## config.mk

```make
export PLATFORM = sky130hd
export DESIGN_NAME = ws2812_frame_sequencer
export DESIGN_NICKNAME = d
export VERILOG_FILES = /design/src/rtl/ws2812_frame_sequencer.sv
export SDC_FILE = /design/constraint.sdc
export NUM_CORES = 1
export LEC_CHECK = 0
export CAP_MARGIN = 20
export CORE_MARGIN = 3
export CORE_UTILIZATION = 45
export CTS_CLUSTER_SIZE = 12
export DETAILED_ROUTE_END_ITERATION = 16
export PLACE_DENSITY = 0.7
export SLEW_MARGIN = 20
export SYNTH_ARGS = -nofsm -noshare
export SYNTH_HDL_FRONTEND = slang
export SYNTH_SLANG_ARGS = --single-unit
```

## constraint.sdc

```tcl
create_clock -name clk -period 2.89 [get_ports clk]
set_input_delay 0.578 -clock clk [delete_from_list [all_inputs] [get_ports clk]]
set_output_delay 0.578 -clock clk [all_outputs]
set_load 0.01 [all_outputs]
```

## src/rtl/ws2812_frame_sequencer.sv

```systemverilog
// WS2812B frame sequencer: streams NUM_LEDS GRB pixels MSB-first into the
// per-bit waveform generator, then holds the line in return for RET_CYCLES.
module ws2812_frame_sequencer #(
   parameter int unsigned NUM_LEDS   = 8,
   parameter int unsigned RET_CYCLES = 6000
) (
   input  logic        clk,
   input  logic        reset,
   input  logic        start,
   input  logic [23:0] pix_data,
   input  logic        pix_valid,
   output logic        pix_ready,
   output logic [1:0]  genMode,
   output logic        doGen,
   input  logic        genDone,
   output logic        busy,
   output logic        frame_done,
   output logic        underrun
);

   localparam int unsigned RetW = (RET_CYCLES > 1) ? $clog2(RET_CYCLES) : 1;
   localparam logic [7:0] NumPix = 8'(NUM_LEDS);
   localparam logic [7:0] LastPix = 8'(NUM_LEDS - 1);
   localparam logic [RetW-1:0] RetLast = RetW'(RET_CYCLES - 1);

   localparam logic [1:0] ModeZero = 2'b10;
   localparam logic [1:0] ModeOne  = 2'b11;
   localparam logic [1:0] ModeRet  = 2'b00;
   localparam logic [1:0] ModeNone = 2'b01;

   typedef enum logic [2:0] {StIdle, StLoad, StSend, StGap, StRet} state_e;

   state_e          state_q, state_d;
   logic [23:0]     shift_q, shift_d;
   logic [23:0]     hold_q, hold_d;
   logic            hold_full_q, hold_full_d;
   logic [4:0]      bit_idx_q, bit_idx_d;
   logic [7:0]      sent_q, sent_d;
   logic [7:0]      acc_q, acc_d;
   logic [RetW-1:0] ret_q, ret_d;
   logic            underrun_q, underrun_d;
   logic            xfer;

   // Handshake: outputs depend only on registered state, so they drop with async reset.
   assign busy      = (state_q != StIdle);
   assign pix_ready = busy && !hold_full_q && (acc_q < NumPix);
   assign xfer      = pix_valid && pix_ready;
   assign underrun  = underrun_q;

   // State and datapath registers.
   always_ff @(posedge clk or negedge reset) begin
      if (!reset) begin
         state_q     <= StIdle;
         shift_q     <= '0;
         hold_q      <= '0;
         hold_full_q <= 1'b0;
         bit_idx_q   <= '0;
         sent_q      <= '0;
         acc_q       <= '0;
         ret_q       <= '0;
         underrun_q  <= 1'b0;
      end else begin
         state_q     <= state_d;
         shift_q     <= shift_d;
         hold_q      <= hold_d;
         hold_full_q <= hold_full_d;
         bit_idx_q   <= bit_idx_d;
         sent_q      <= sent_d;
         acc_q       <= acc_d;
         ret_q       <= ret_d;
         underrun_q  <= underrun_d;
      end
   end

   // Next-state, datapath updates and generator-facing outputs.
   always_comb begin
      state_d     = state_q;
      shift_d     = shift_q;
      hold_d      = hold_q;
      hold_full_d = hold_full_q;
      bit_idx_d   = bit_idx_q;
      sent_d      = sent_q;
      acc_d       = acc_q;
      ret_d       = ret_q;
      underrun_d  = underrun_q;
      genMode     = ModeNone;
      doGen       = 1'b0;
      frame_done  = 1'b0;

      // pix_ready is low while hold is full, so this never collides with a LOAD move.
      if (xfer) begin
         hold_d      = pix_data;
         hold_full_d = 1'b1;
         acc_d       = acc_q + 8'd1;
      end

      case (state_q)
         StIdle: begin
            if (start) begin
               state_d     = StLoad;
               underrun_d  = 1'b0;
               hold_full_d = 1'b0;
               bit_idx_d   = '0;
               sent_d      = '0;
               acc_d       = '0;
               ret_d       = '0;
            end
         end
         StLoad: begin
            if (hold_full_q) begin
               shift_d     = hold_q;
               hold_full_d = 1'b0;
               bit_idx_d   = 5'd23;
               state_d     = StSend;
            end
         end
         StSend: begin
            doGen   = 1'b1;
            genMode = shift_q[23] ? ModeOne : ModeZero;
            if (genDone) begin
               state_d = StGap;
            end
         end
         StGap: begin
            // doGen low for one cycle restarts the generator's bit counter.
            genMode = shift_q[23] ? ModeOne : ModeZero;
            if (bit_idx_q != 5'd0) begin
               shift_d   = {shift_q[22:0], 1'b0};
               bit_idx_d = bit_idx_q - 5'd1;
               state_d   = StSend;
            end else if (sent_q == LastPix) begin
               ret_d   = '0;
               state_d = StRet;
            end else begin
               sent_d  = sent_q + 8'd1;
               state_d = StLoad;
               if (!hold_full_q) begin
                  underrun_d = 1'b1;
               end
            end
         end
         StRet: begin
            genMode = ModeRet;
            if (ret_q == RetLast) begin
               frame_done = 1'b1;
               state_d    = StIdle;
            end else begin
               ret_d = ret_q + RetW'(1);
            end
         end
         default: state_d = StIdle;
      endcase
   end

endmodule

```

# Yosys cells after proc, flatten, opt, wreduce, memory -nomap -nowiden
# Cells that the tools add are included.
# word_totals
register_bits	87
inputBits	29
output_inout_bits	7
wordCells	88
# op_classes
n_addsub	4
n_lt_le_gt_ge	1
eq_ne	16
mux	40
reduce_logical	18
# op_table
operator	count
13-bit two-way mux	4
24-bit two-way mux	2
8-bit two-way mux	6
24-bit case mux with 2 select lines	1
13-bit case mux with 3 select lines	1
2-bit inequality test (second input constant)	10
3-bit two-way mux	6
8-bit by 1-bit adder with 8-bit output (second input constant)	2
8-bit case mux with 2 select lines	1
5-bit two-way mux	3
3-bit case mux with 5 select lines	1
5-bit case mux with 3 select lines	1
13-bit by 1-bit adder with 13-bit output (second input constant)	1
13-bit equality test (second input constant)	1
4-bit AND reduction	3
1-bit two-way mux	11
5-bit AND reduction	2
3-bit nonzero test	3
8-bit by 3-bit equality test with 1-bit output (second input constant)	1
8-bit by 4-bit < comparator with 1-bit output (second input constant)	1
3-bit by 2-bit equality test with 1-bit output (second input constant)	2
5-bit nonzero test	1
5-bit by 1-bit subtractor with 5-bit output (second input constant)	1
1-bit case mux with 2 select lines	2
9 further kinds	12

# Longest topological paths before layout
# Gate-level depths: netlist of run 1.
# depth
depth_word	7
ltp_mapped	9
mapped_depth_nobuf	7

# Least setup slack after synthesis of run 1
# No wires, ideal clock.
# synth_timing
path_kind	flip-flop to flip-flop
start	register bit_idx_q[0]
end	register ret_q[5]
setup_ns	0.077
arrival_time_ns	1.977
path_slack_ns	0.836
path_stages_with_launch	9
n_path_buf	1
period_less_slack_ns	2.054
cell_sequence	dfrtp_1 -> inv_1 -> ha_1 -> nor4b_4 -> o21ai_0 -> or3_1 -> buf_6 -> or4_1 -> a21oi_1
# synth_via
elab_chain_cells	3
# synth_rtl
element	line	text
start: declaration	37	logic [4:0] bit_idx_q, bit_idx_d;
start signal: assignment	67	bit_idx_q <= bit_idx_d;
5-bit nonzero test	127	if (bit_idx_q != 5'd0) begin
2-bit inequality test (no source line)	n/a	
5-bit AND reduction (no source line)	n/a	
end signal: assignment	70	ret_q <= ret_d;
end: declaration	40	logic [RetW-1:0] ret_q, ret_d;
# Every way passes these cells.
# A chain may end at the register's enable or synchronous reset.

# Worst setup path in the final report of run 1
# layout_timing
start	register hold_full_q
end	output pix_ready
# layout_via
elab_chain_cells	3
# layout_rtl
element	line	text
start: declaration	36	logic hold_full_q, hold_full_d;
start signal: assignment	66	hold_full_q <= hold_full_d;
1-bit logical NOT	n/a	
1-bit logical AND (2 in a row)	46	assign pix_ready = busy && !hold_full_q && (acc_q < NumPix);
end: declaration	12	output logic pix_ready,
# Every way passes these cells.

==> qor.yml, run 1 <==
yosys:
  synth_edf_count: 0
  mappedNetlistArea_um2: 4095
  synth_area_leader_cell: "dfrtp_1"
  synthDistinctLibCells: 50
  yosysSeqAreaShare_pct: 53.16
  syn_inst: 401
  synth_seq_cells: 87
  yosysWarnings: 0
  netlist.area_leader.share_pct: 53.16
  synthTopCellsByArea: "dfrtp_1 (53%), nand2_1 (6.6%), mux2_2 (6.6%)"
  ys_async_sr_fraction_pct: 100.0
  avgSynthCellArea_um2: 10.21
  syn_nets: 434
  synth-main-ff-cell: "dfrtp_1"
timing:
  fmax_mhz: 363.4
  finalMaxSlewViolations: 0
  setup_violations: 0
  min_period_over_period_pct: 95.22
  min_period_ps: 2752
  relSlewSlack_pct: 54.91
  finalSetupTns_ps: 0
  finalHoldViolCount: 0
  worst_pin_slew_ps: 674.0
  finalClockSkew_ps: 12.92
  fin_hold_ws_ps: 223.6
  rsz0062_at_grt: "no"
floorplanning:
  initial_core_util_pct: 46.73
  io_pins: 36
  die-area_um2: 10280
  fp.dieW_um: 101.4
  rows: 34
  chipHeight_um: 101.4
  core_um2: 8763
routing:
  drc: 0
  wl_per_cell_um: 14.41
  ant_nets: 0
  drtIter0Drc: 193
  wl_mm: 7.852
  dr.pass1.iters: 4
  viasPerCell: 5.532
  vias: 3015
clock_network:
  cts_buffers: 9
  cts_tree: "yes"
  clk_latency_ps: 350
  h-tree-depth: 3
  clockBufferDepth: 2
  ctsRootBufferMaster: "clkbuf_8"
  clk_pin_slew_ps: 90
  clkSinkCount: 87
  cts_hold_buf: 0
critical_path:
  worst_ep_arrival_time_ps: 2170
  endpoint_kind: "output port"
  path_class: "register to output port"
  cp_max_fo: 6
  cp.required_ps: 2310
  startpoint_type: "register"
global_route:
  grt_usage_pct: 16.68
  grt_util_met3_pct: 3.926
  grt_pass1_wl_mm: 13.78
  grt_max_degree: 88
  antenna_found_initial: 0
  first_global_vias: 2968
  use_met2_pct: 27.11
  met1_usage_pct: 22.48
  grt-ovfl-total: 0
  busiest_layer: "met2"
power:
  power_density_nw_per_um2: 980.7
  vdd_drop_max_mv: 0.3769
  power.leakage_nw: 2.083
cells_and_area:
  final_cell_mix: "dfrtp_1 (86), nand2_1 (72), nor2_1 (43)"
  n_fill_cell: 791
  final_cells: 545
  n_antenna_cell: 0
  register_area_um2: 2178
  multiInputGateArea_um2: 1794
  final_layout_size_suffix_gt1_share_pct: 13.04
  fin_nets: 465
  areaGrowthSynthToFinish_pct: 15.61
  final_common_cell: "dfrtp_1"
place:
  port_buffers: 35
  place_inst: 529
  routabilityCongestion: 0.7980
  hpwl_mm: 5.244
hold_path:
  hold_path_class: "primary input to asynchronous set/reset pin"
job:
  cap_violations: 0
status:
  status: "finished clean"
==> report_power, final <==
group | switching (mW) | total (mW) | internal, mW
sequential | 0.278 | 1.95 | 1.67
clock | 0.446 | 0.852 | 0.406
combinational | 1.03 | 1.85 | 0.810
total | 1.76 | 4.64 | 2.88
==> registers in the layout, summed over array words and instances, names as in the netlist <==
| name | flops |
|---|---|
| hold_q | 24 |
| shift_q | 24 |
| ret_q | 13 |
| acc_q | 8 |
| sent_q | 8 |
| bit_idx_q | 5 |
| state_q | 3 |
| hold_full_q | 1 |
| underrun | 1 |
==> routing by layer <==
metal  wire length, um  share of wire, %
met2              3791                48
met3               263               3.3
met4                72              0.92
met1              3724                47
met5                 0                 0
==> path summary, 6_finish.rpt <==
kind,depth (start not counted),slack (ps),start,end
max,3,140,hold_full_q$_DFF_PN0_,pix_ready
min,2,220,reset,ret_q[10]$_DFFE_PN0P_
max reg2reg,7,360,bit_idx_q[0]$_DFFE_PN0P_,ret_q[5]$_DFFE_PN0P_
min reg2reg,1,480,acc_q[4]$_DFF_PN0_,acc_q[4]$_DFF_PN0_
max in group asynchronous,2,2280,reset,hold_q[17]$_DFFE_PN0N_
min in group clk,1,480,acc_q[4]$_DFF_PN0_,acc_q[4]$_DFF_PN0_
==> through the flow <==
step	worst slack [ps]	utilization, %	total power, mW	instance area (um^2)
floorplan	835.8	-	3.312	4095
detailed placement	279.7	51.71	3.829	4532
CTS	4.006	53.95	4.685	4728
global placement	356.2	51.71	3.744	4532
global route	41.67	54.03	5.022	4735
finish	138.1	54.03	4.643	4735
==> worst max-delay path: stages (launching register included) <==
cell,delay (ps)
dfrtp_1,430
or4_1,590
nor4_4,220
clkdlybuf4s50_1,590
==> cell usage after synthesis, types with 4 or more instances <==
| library cell | number |
|---|---|
| dfrtp_1 | 87 |
| nand2_1 | 72 |
| nor2_1 | 43 |
| a31oi_1 | 24 |
| mux2_2 | 24 |
| o21ai_0 | 14 |
| a21oi_1 | 11 |
| clkbuf_1 | 8 |
| nand2b_1 | 7 |
| buf_2 | 6 |
| inv_1 | 6 |
| or4_1 | 6 |
| xor2_1 | 6 |
| a211oi_1 | 5 |
| and2_1 | 5 |
| nand3_1 | 5 |
| nand4_1 | 5 |
| or3_1 | 5 |
| ha_1 | 4 |
| mux2i_1 | 4 |
| nor3_1 | 4 |
| o31ai_1 | 4 |
==> final cells by class <==
type | count | area share [%]
Clock buffer | 10 | 2.696
Sequential cell | 87 | 46.01
Inverter | 6 | 0.4757
Tap cell | 108 | 2.854
Timing Repair Buffer | 41 | 8.615
Multi-Input combinational cell | 287 | 37.90
Clock inverter | 6 | 1.453
==> cell families (layout without fill, tap and decap cells) <==
family          Yosys count  after routing  share of synthesized area [%]
simple gates            177            177                          22.06
flops                    87             87                          53.16
compound gates           70             70                          10.88
mux                      28             28                          7.577
buf+inv                  27             63                          3.391
xor+xnor                  8              8                          1.711
fa+ha+maj                 4              4                          1.222
==> what timing repair did <==
| action | CTS | global route |
|---|---|---|
| setup buffers | 0 | 0 |
| endpoints found under the setup margin | 0 | 1 |
| resized for setup | 0 | 3 |
Note: power is estimated with default switching activity, not from simulation.
==> inputs of run 2 (changes only) <==
--- a/config.mk
+++ b/config.mk
@@ -7,10 +7,11 @@
 export LEC_CHECK = 0
 export CAP_MARGIN = 20
 export CORE_MARGIN = 3
-export CORE_UTILIZATION = 45
+export CORE_UTILIZATION = 55
 export CTS_CLUSTER_SIZE = 12
 export DETAILED_ROUTE_END_ITERATION = 16
-export PLACE_DENSITY = 0.7
+export PLACE_DENSITY = 0.82
+export REMOVE_ABC_BUFFERS = 1
 export SLEW_MARGIN = 20
 export SYNTH_ARGS = -nofsm -noshare
 export SYNTH_HDL_FRONTEND = slang
==> run 2 against run 1 <==
Sequential power about the same. Largest cell class unchanged. Sequential share of layout area is 0.16 points higher. Final cell count decreased by 2.2%. Non-clock buffer count is the same. Die area fell by 17%. Clock power is 3.2% lower. Combinational power about the same. Power shrank 1.1%. Register-to-register slack is essentially flat. Critical path type unchanged. Largest power group unchanged. Sequential cell count stayed put. Highest routed layer unchanged. Final area decreased by 0.34%. Global-route usage is 2.5 points higher.
==> qor.yml, run 2 (synthesized netlist as in run 1, its figures left out) <==
status:
  status: "finished clean"
routing:
  drc: 0  # unchanged
  drtIter0Drc: 130  # -33%
  wl_per_cell_um: 14.39  # -0.12%
  vias: 2999  # -0.53%
  viasPerCell: 5.627  # +1.7%
  dr.pass1.iters: 5  # +1
  wl_mm: 7.670  # -2.3%
  ant_nets: 0  # unchanged
critical_path:
  rr_startpoint: "bit_idx_q[0]$_DFFE_PN0P_"
  worst_ep_arrival_time_ps: 2220  # +50 ps
  rr_endpoint: "ret_q[5]$_DFFE_PN0P_"
  cp_top_family: "simple AND/OR/NAND/NOR gates"
  crit_end: "pix_ready"
  cp_max_fo: 6  # unchanged
  cp.required_ps: 2310  # about the same
  path_class: "register to output port"
  worstPathBufferInverterCount: 1  # unchanged
  startpoint_type: "register"
  endpoint_kind: "output port"
  crit_path_cell_trace: "or4_1, nor4_4, clkdlybuf4s50_1"
  r2r_slack_ps: 350  # about the same
  crit_cells: 3  # unchanged
  rr_worst_depth: 7  # unchanged
  crit_slowest_cell: "clkdlybuf4s50_1"
  max_stage_delay_ps: 600  # about the same
  crit_path_start: "hold_full_q$_DFF_PN0_"
cells_and_area:
  n_fill_cell: 551  # -30%
  final_cells: 533  # -2.2%
  register_area_um2: 2178  # unchanged
  fin_nets: 465  # unchanged
  multiInputGateArea_um2: 1794  # unchanged
  final_cell_mix: "dfrtp_1 (86), nand2_1 (72), nor2_1 (43)"
  final_layout_size_suffix_gt1_share_pct: 13.27  # +0.23 points
  n_antenna_cell: 0  # unchanged
  top_regs: "hold_q x24, shift_q x24, ret_q x13"
  final_common_cell: "dfrtp_1"
  areaGrowthSynthToFinish_pct: 15.22
hold_path:
  hold_path_class: "primary input to asynchronous set/reset pin"
timing:
  relSlewSlack_pct: 54.70  # -0.21 points
  rsz0062_at_grt: "no"
  fin_hold_ws_ps: 189.0  # -34.55 ps
  fmax_mhz: 357.8  # -1.5%
  finalClockSkew_ps: 10.18  # -2.740 ps
  finalMaxSlewViolations: 0  # unchanged
  min_period_ps: 2795  # +43.31 ps
  finalHoldViolCount: 0  # unchanged
  setup_violations: 0  # unchanged
  worst_pin_slew_ps: 677.1  # +3.125 ps
  min_period_over_period_pct: 96.72  # +1.5 points
clock_network:
  ctsRootBufferMaster: "clkbuf_8"
  clk_latency_ps: 360  # about the same
  h-tree-depth: 3  # unchanged
  cts_hold_buf: 0  # unchanged
  cts_buffers: 9  # unchanged
  cts_tree: "yes"
  clockBufferDepth: 2  # unchanged
  clk_pin_slew_ps: 90  # about the same
  post_cts_buffers: 0  # unchanged
  clkSinkCount: 87  # unchanged
floorplanning:
  core_um2: 7019  # -20%
  rows: 30  # -12%
  fp.dieW_um: 92.29  # -9.0%
  chipHeight_um: 92.29  # -9.0%
  initial_core_util_pct: 58.34  # +12 points
  die-area_um2: 8517  # -17%
  io_pins: 36  # unchanged
global_route:
  grt_pass1_wl_mm: 13.17  # -4.5%
  antenna_found_initial: 0  # unchanged
  grt_usage_pct: 19.17  # +2.5 points
  first_global_vias: 2912  # -1.9%
  grt_max_degree: 50  # -43%
  grt-ovfl-total: 0  # unchanged
place:
  place_inst: 517  # -2.3%
  routabilityCongestion: 0.8804  # +10%
  hpwl_mm: 5.185  # -1.1%
  port_buffers: 35  # unchanged
job:
  cap_violations: 0  # unchanged
power:
  vdd_drop_max_mv: 0.6005  # +59%
  power_density_nw_per_um2: 973.7  # -0.71%
  power.leakage_nw: 2.068  # -0.72%
run 2: cell types whose count changed in the layout (fill, tap and decap cells not counted):
cell	change
clkdlybuf4s50_1	+1
inv_6	+2
dlymetal6s2s_1	-1
clkbuf_8	+1
clkbuf_1	-1
clkinv_2	-1
clkinvlp_4	-1
clkinv_8	+1
bufinv_16	-1
run 2: layout make-up:
type / instances / area share [%]
Sequential cell: 87 / 46.17
Clock inverter: 6 / 1.273
Multi-Input combinational cell: 287 / 38.03
Clock buffer: 10 / 2.917
Inverter: 6 / 0.4773
Timing Repair Buffer: 41 / 8.592
Tap cell: 96 / 2.546
run 2: per-stage QoR:
stage	TNS, ps	util [%]	cell area (um^2)	setup slack, ps	power, mW
after detailed placement	0	64.35	4517	262.6	3.801
after CTS	0	67.17	4715	0.6373	4.630
after global placement	0	64.35	4517	364.5	3.707
final	0	67.22	4718	94.76	4.594
after global routing	0	67.22	4718	4.093	4.966
after floorplan	-25940	-	3979	-1096	3.229
run 2: per-layer routing:
| layer | up-vias | track usage [%] | wire length (um) |
|---|---|---|---|
| met2 | 60 | 32.60 | 3860 |
| met1 | 1456 | 23.77 | 3372 |
| met5 | - | 0 | 0 |
| met3 | 13 | 5.443 | 311 |
| met4 | 0 | 5.941 | 126 |
| li1 | 1470 | - | - |
run 2: timing repair:
| item | 4_1_cts | 5_1_grt |
|---|---|---|
| resized for setup | 0 | 2 |
| hold endpoints to repair | 0 | 0 |
| endpoints found under the setup margin | 0 | 1 |
run 2: power breakdown:
group,switching (mW),internal [mW]
sequential,0.272,1.67
clock,0.468,0.357
combinational,1.02,0.809
total,1.76,2.83
run 2: how the worst min path moves through the flow:
stage | to | slack, ps | cells after the start
after floorplan | acc_q[0]$_DFF_PN0_ | 280 | 0
after global placement | acc_q[6]$_DFF_PN0_ | 460 | 1
after detailed placement | acc_q[6]$_DFF_PN0_ | 460 | 1
after CTS | shift_q[14]$_DFFE_PN0P_ | 200 | 1
after global routing | shift_q[14]$_DFFE_PN0P_ | 220 | 1
final | ret_q[1]$_DFFE_PN0P_ | 190 | 1
run 2: worst reg2reg max path, cell delays in order, from the launching register on:
cell     delay (ps)
dfrtp_1         430
inv_1            70
ha_1            210
nor4b_4         350
o21ai_0         180
or3_1           580
or4_1           490
a21oi_1         160
==> inputs of run 3 (changes only) <==
--- a/config.mk
+++ b/config.mk
@@ -10,6 +10,7 @@
 export CORE_UTILIZATION = 55
 export CTS_CLUSTER_SIZE = 12
 export DETAILED_ROUTE_END_ITERATION = 16
+export MAX_ROUTING_LAYER = met4
 export PLACE_DENSITY = 0.82
 export REMOVE_ABC_BUFFERS = 1
 export SLEW_MARGIN = 20
==> run 3 against run 2 <==
Fmax hardly changed. Sequential cell count stayed put. Count of clock-buffer cells in the layout is 1 lower. Non-clock buffer count stayed put. Register-to-register slack hardly changed. Highest routed layer unchanged. Worst setup slack worse by 2.4 ps. Critical path depth stayed put. Clock skew is 4.3 ps higher. Sequential power hardly changed. Critical endpoint is now frame_done. First-iteration DRC count is 56% higher. Clock power is 4.7% higher.
==> qor.yml, run 3 (synthesized netlist as in run 1, its figures left out) <==
cells_and_area:
  fin_util_pct: 67.25  # about the same
  final_cell_mix: "dfrtp_1 (86), nand2_1 (72), nor2_1 (43)"
  n_antenna_cell: 0  # unchanged
  final_cells: 533  # unchanged
  n_fill_cell: 538  # -2.4%
  top_regs: "hold_q x24, shift_q x24, ret_q x13"
  fin_nets: 465  # unchanged
  final_common_cell: "dfrtp_1"
  register_area_um2: 2178  # unchanged
  areaGrowthSynthToFinish_pct: 15.28  # about the same
  multiInputGateArea_um2: 1792  # -0.14%
  final_layout_size_suffix_gt1_share_pct: 13.04  # -0.23 points
routing:
  dr.pass1.iters: 4  # -1
  vias: 3023  # +0.80%
  drtIter0Drc: 203  # +56%
  wl_per_cell_um: 14.51  # +0.82%
  wl_mm: 7.733  # +0.82%
  ant_nets: 0  # unchanged
  drc: 0  # unchanged
  viasPerCell: 5.672  # +0.80%
critical_path:
  cp_max_fo: 10  # +4
  cp_top_family: "simple AND/OR/NAND/NOR gates"
  path_class: "register to output port"
  crit_path_cell_trace: "or3b_1, nor4_4, clkdlybuf4s50_1"
  max_stage_delay_ps: 590  # about the same
  endpoint_kind: "output port"
  worst_ep_arrival_time_ps: 2220  # about the same
  startpoint_type: "register"
  crit_slowest_cell: "clkdlybuf4s50_1"
  worstPathBufferInverterCount: 1  # unchanged
  cp.required_ps: 2310  # about the same
timing:
  fmax_mhz: 357.4  # about the same
  finalHoldViolCount: 0  # unchanged
  finalMaxSlewViolations: 0  # unchanged
  fin_hold_ws_ps: 187.1  # -1.939 ps
  rsz0062_at_grt: "no"
  fin_ws_ps: 92.35  # -2.410 ps
  min_period_ps: 2798  # +2.410 ps
  min_period_over_period_pct: 96.80  # about the same
  relSlewSlack_pct: 54.65  # about the same
  finalClockSkew_ps: 14.52  # +4.345 ps
  worst_pin_slew_ps: 677.8  # +0.6830 ps
  finalSetupTns_ps: 0  # unchanged
  setup_violations: 0  # unchanged
clock_network:
  ctsRootBufferMaster: "clkbuf_8"
  cts_buffers: 9  # unchanged
  cts_hold_buf: 0  # unchanged
  clockBufferDepth: 2  # unchanged
  post_cts_buffers: 0  # unchanged
  clk_pin_slew_ps: 90  # about the same
  clkSinkCount: 87  # unchanged
  cts_resized: 0  # unchanged
  cts_tree: "yes"
  h-tree-depth: 3  # unchanged
  clk_latency_ps: 350  # about the same
place:
  hpwl_mm: 5.276  # +1.8%
  place_inst: 517  # unchanged
  pre_cts_slack_ps: 282.1  # +19.49 ps
  port_buffers: 35  # unchanged
  routabilityCongestion: 0.8975  # +1.9%
global_route:
  grt_usage_pct: 20.38  # +1.2 points
  grt_max_degree: 50  # unchanged
  grt_pass1_wl_mm: 13.58  # +3.1%
  first_global_vias: 2965  # +1.8%
  grt-ovfl-total: 0  # unchanged
  antenna_found_initial: 0  # unchanged
hold_path:
  hold_path_class: "primary input to asynchronous set/reset pin"
status:
  status: "finished clean"
floorplanning:
  core_um2: 7019  # unchanged
  chipHeight_um: 92.29  # unchanged
  io_pins: 36  # unchanged
  die-area_um2: 8517  # unchanged
  initial_core_util_pct: 58.34  # unchanged
  rows: 30  # unchanged
  fp.dieW_um: 92.29  # unchanged
power:
  power.leakage_nw: 2.062  # -0.27%
  vdd_drop_max_mv: 0.5931  # -1.2%
  power_density_nw_per_um2: 981.9  # +0.85%
job:
  cap_violations: 0  # unchanged
-- run 3: cell types whose count changed in the layout (fill, tap and decap cells not counted), sizes merged --
cell and change:
clkinvlp +2, inv -2, bufinv +1, clkbuf -1
-- run 3: through the flow --
stage | power [mW] | area (um^2)
floorplan | 3.229 | 3979
global placement | 3.708 | 4517
detailed placement | 3.810 | 4517
CTS | 4.677 | 4720
global route | 5.005 | 4721
finish | 4.636 | 4721
-- run 3: where the power goes --
part	switching [mW]	total, mW	internal, mW
Clock	0.455	0.864	0.409
Combinational	1.03	1.84	0.808
Sequential	0.265	1.93	1.67
-- run 3: worst reg2reg max path, cell delays in order (launching register included) --
cell and delay [ps]:
dfrtp_1 420, inv_1 70, ha_1 210, nor4b_4 360, o21ai_0 180, or3_1 570
or4_1 500, a21oi_1 150
-- run 3: final cells by class --
type | count | area share [%]
repair buffers | 41 | 8.587
clock buffers | 9 | 2.624
flip-flops and latches | 87 | 46.14
well taps | 96 | 2.544
inverters | 6 | 0.4771
multi-input cells | 287 | 37.95
clock inverters | 7 | 1.670
-- run 3: worst paths after layout --
| kind | startpoint | end | slack (ps) | cells past startpoint |
|---|---|---|---|---|
| worst max-delay path | state_q[2]$_DFFE_PN0P_ | frame_done | 90 | 3 |
| worst min-delay path | reset | ret_q[1]$_DFFE_PN0P_ | 190 | 1 |
| worst max register to register | bit_idx_q[0]$_DFFE_PN0P_ | ret_q[9]$_DFFE_PN0P_ | 360 | 7 |
| worst min register to register | acc_q[4]$_DFF_PN0_ | acc_q[4]$_DFF_PN0_ | 480 | 1 |
| max in group asynchronous | reset | hold_q[4]$_DFFE_PN0N_ | 2080 | 2 |
| min in group clk | acc_q[4]$_DFF_PN0_ | acc_q[4]$_DFF_PN0_ | 480 | 1 |
-- run 3: layer usage --
layer	vias up	wire length [um]	global-route usage, %
met5	-	0	-
met4	0	82	7.797
met3	9	256	3.737
met2	49	4023	34.37
met1	1501	3370	24.53
li1	1464	-	-
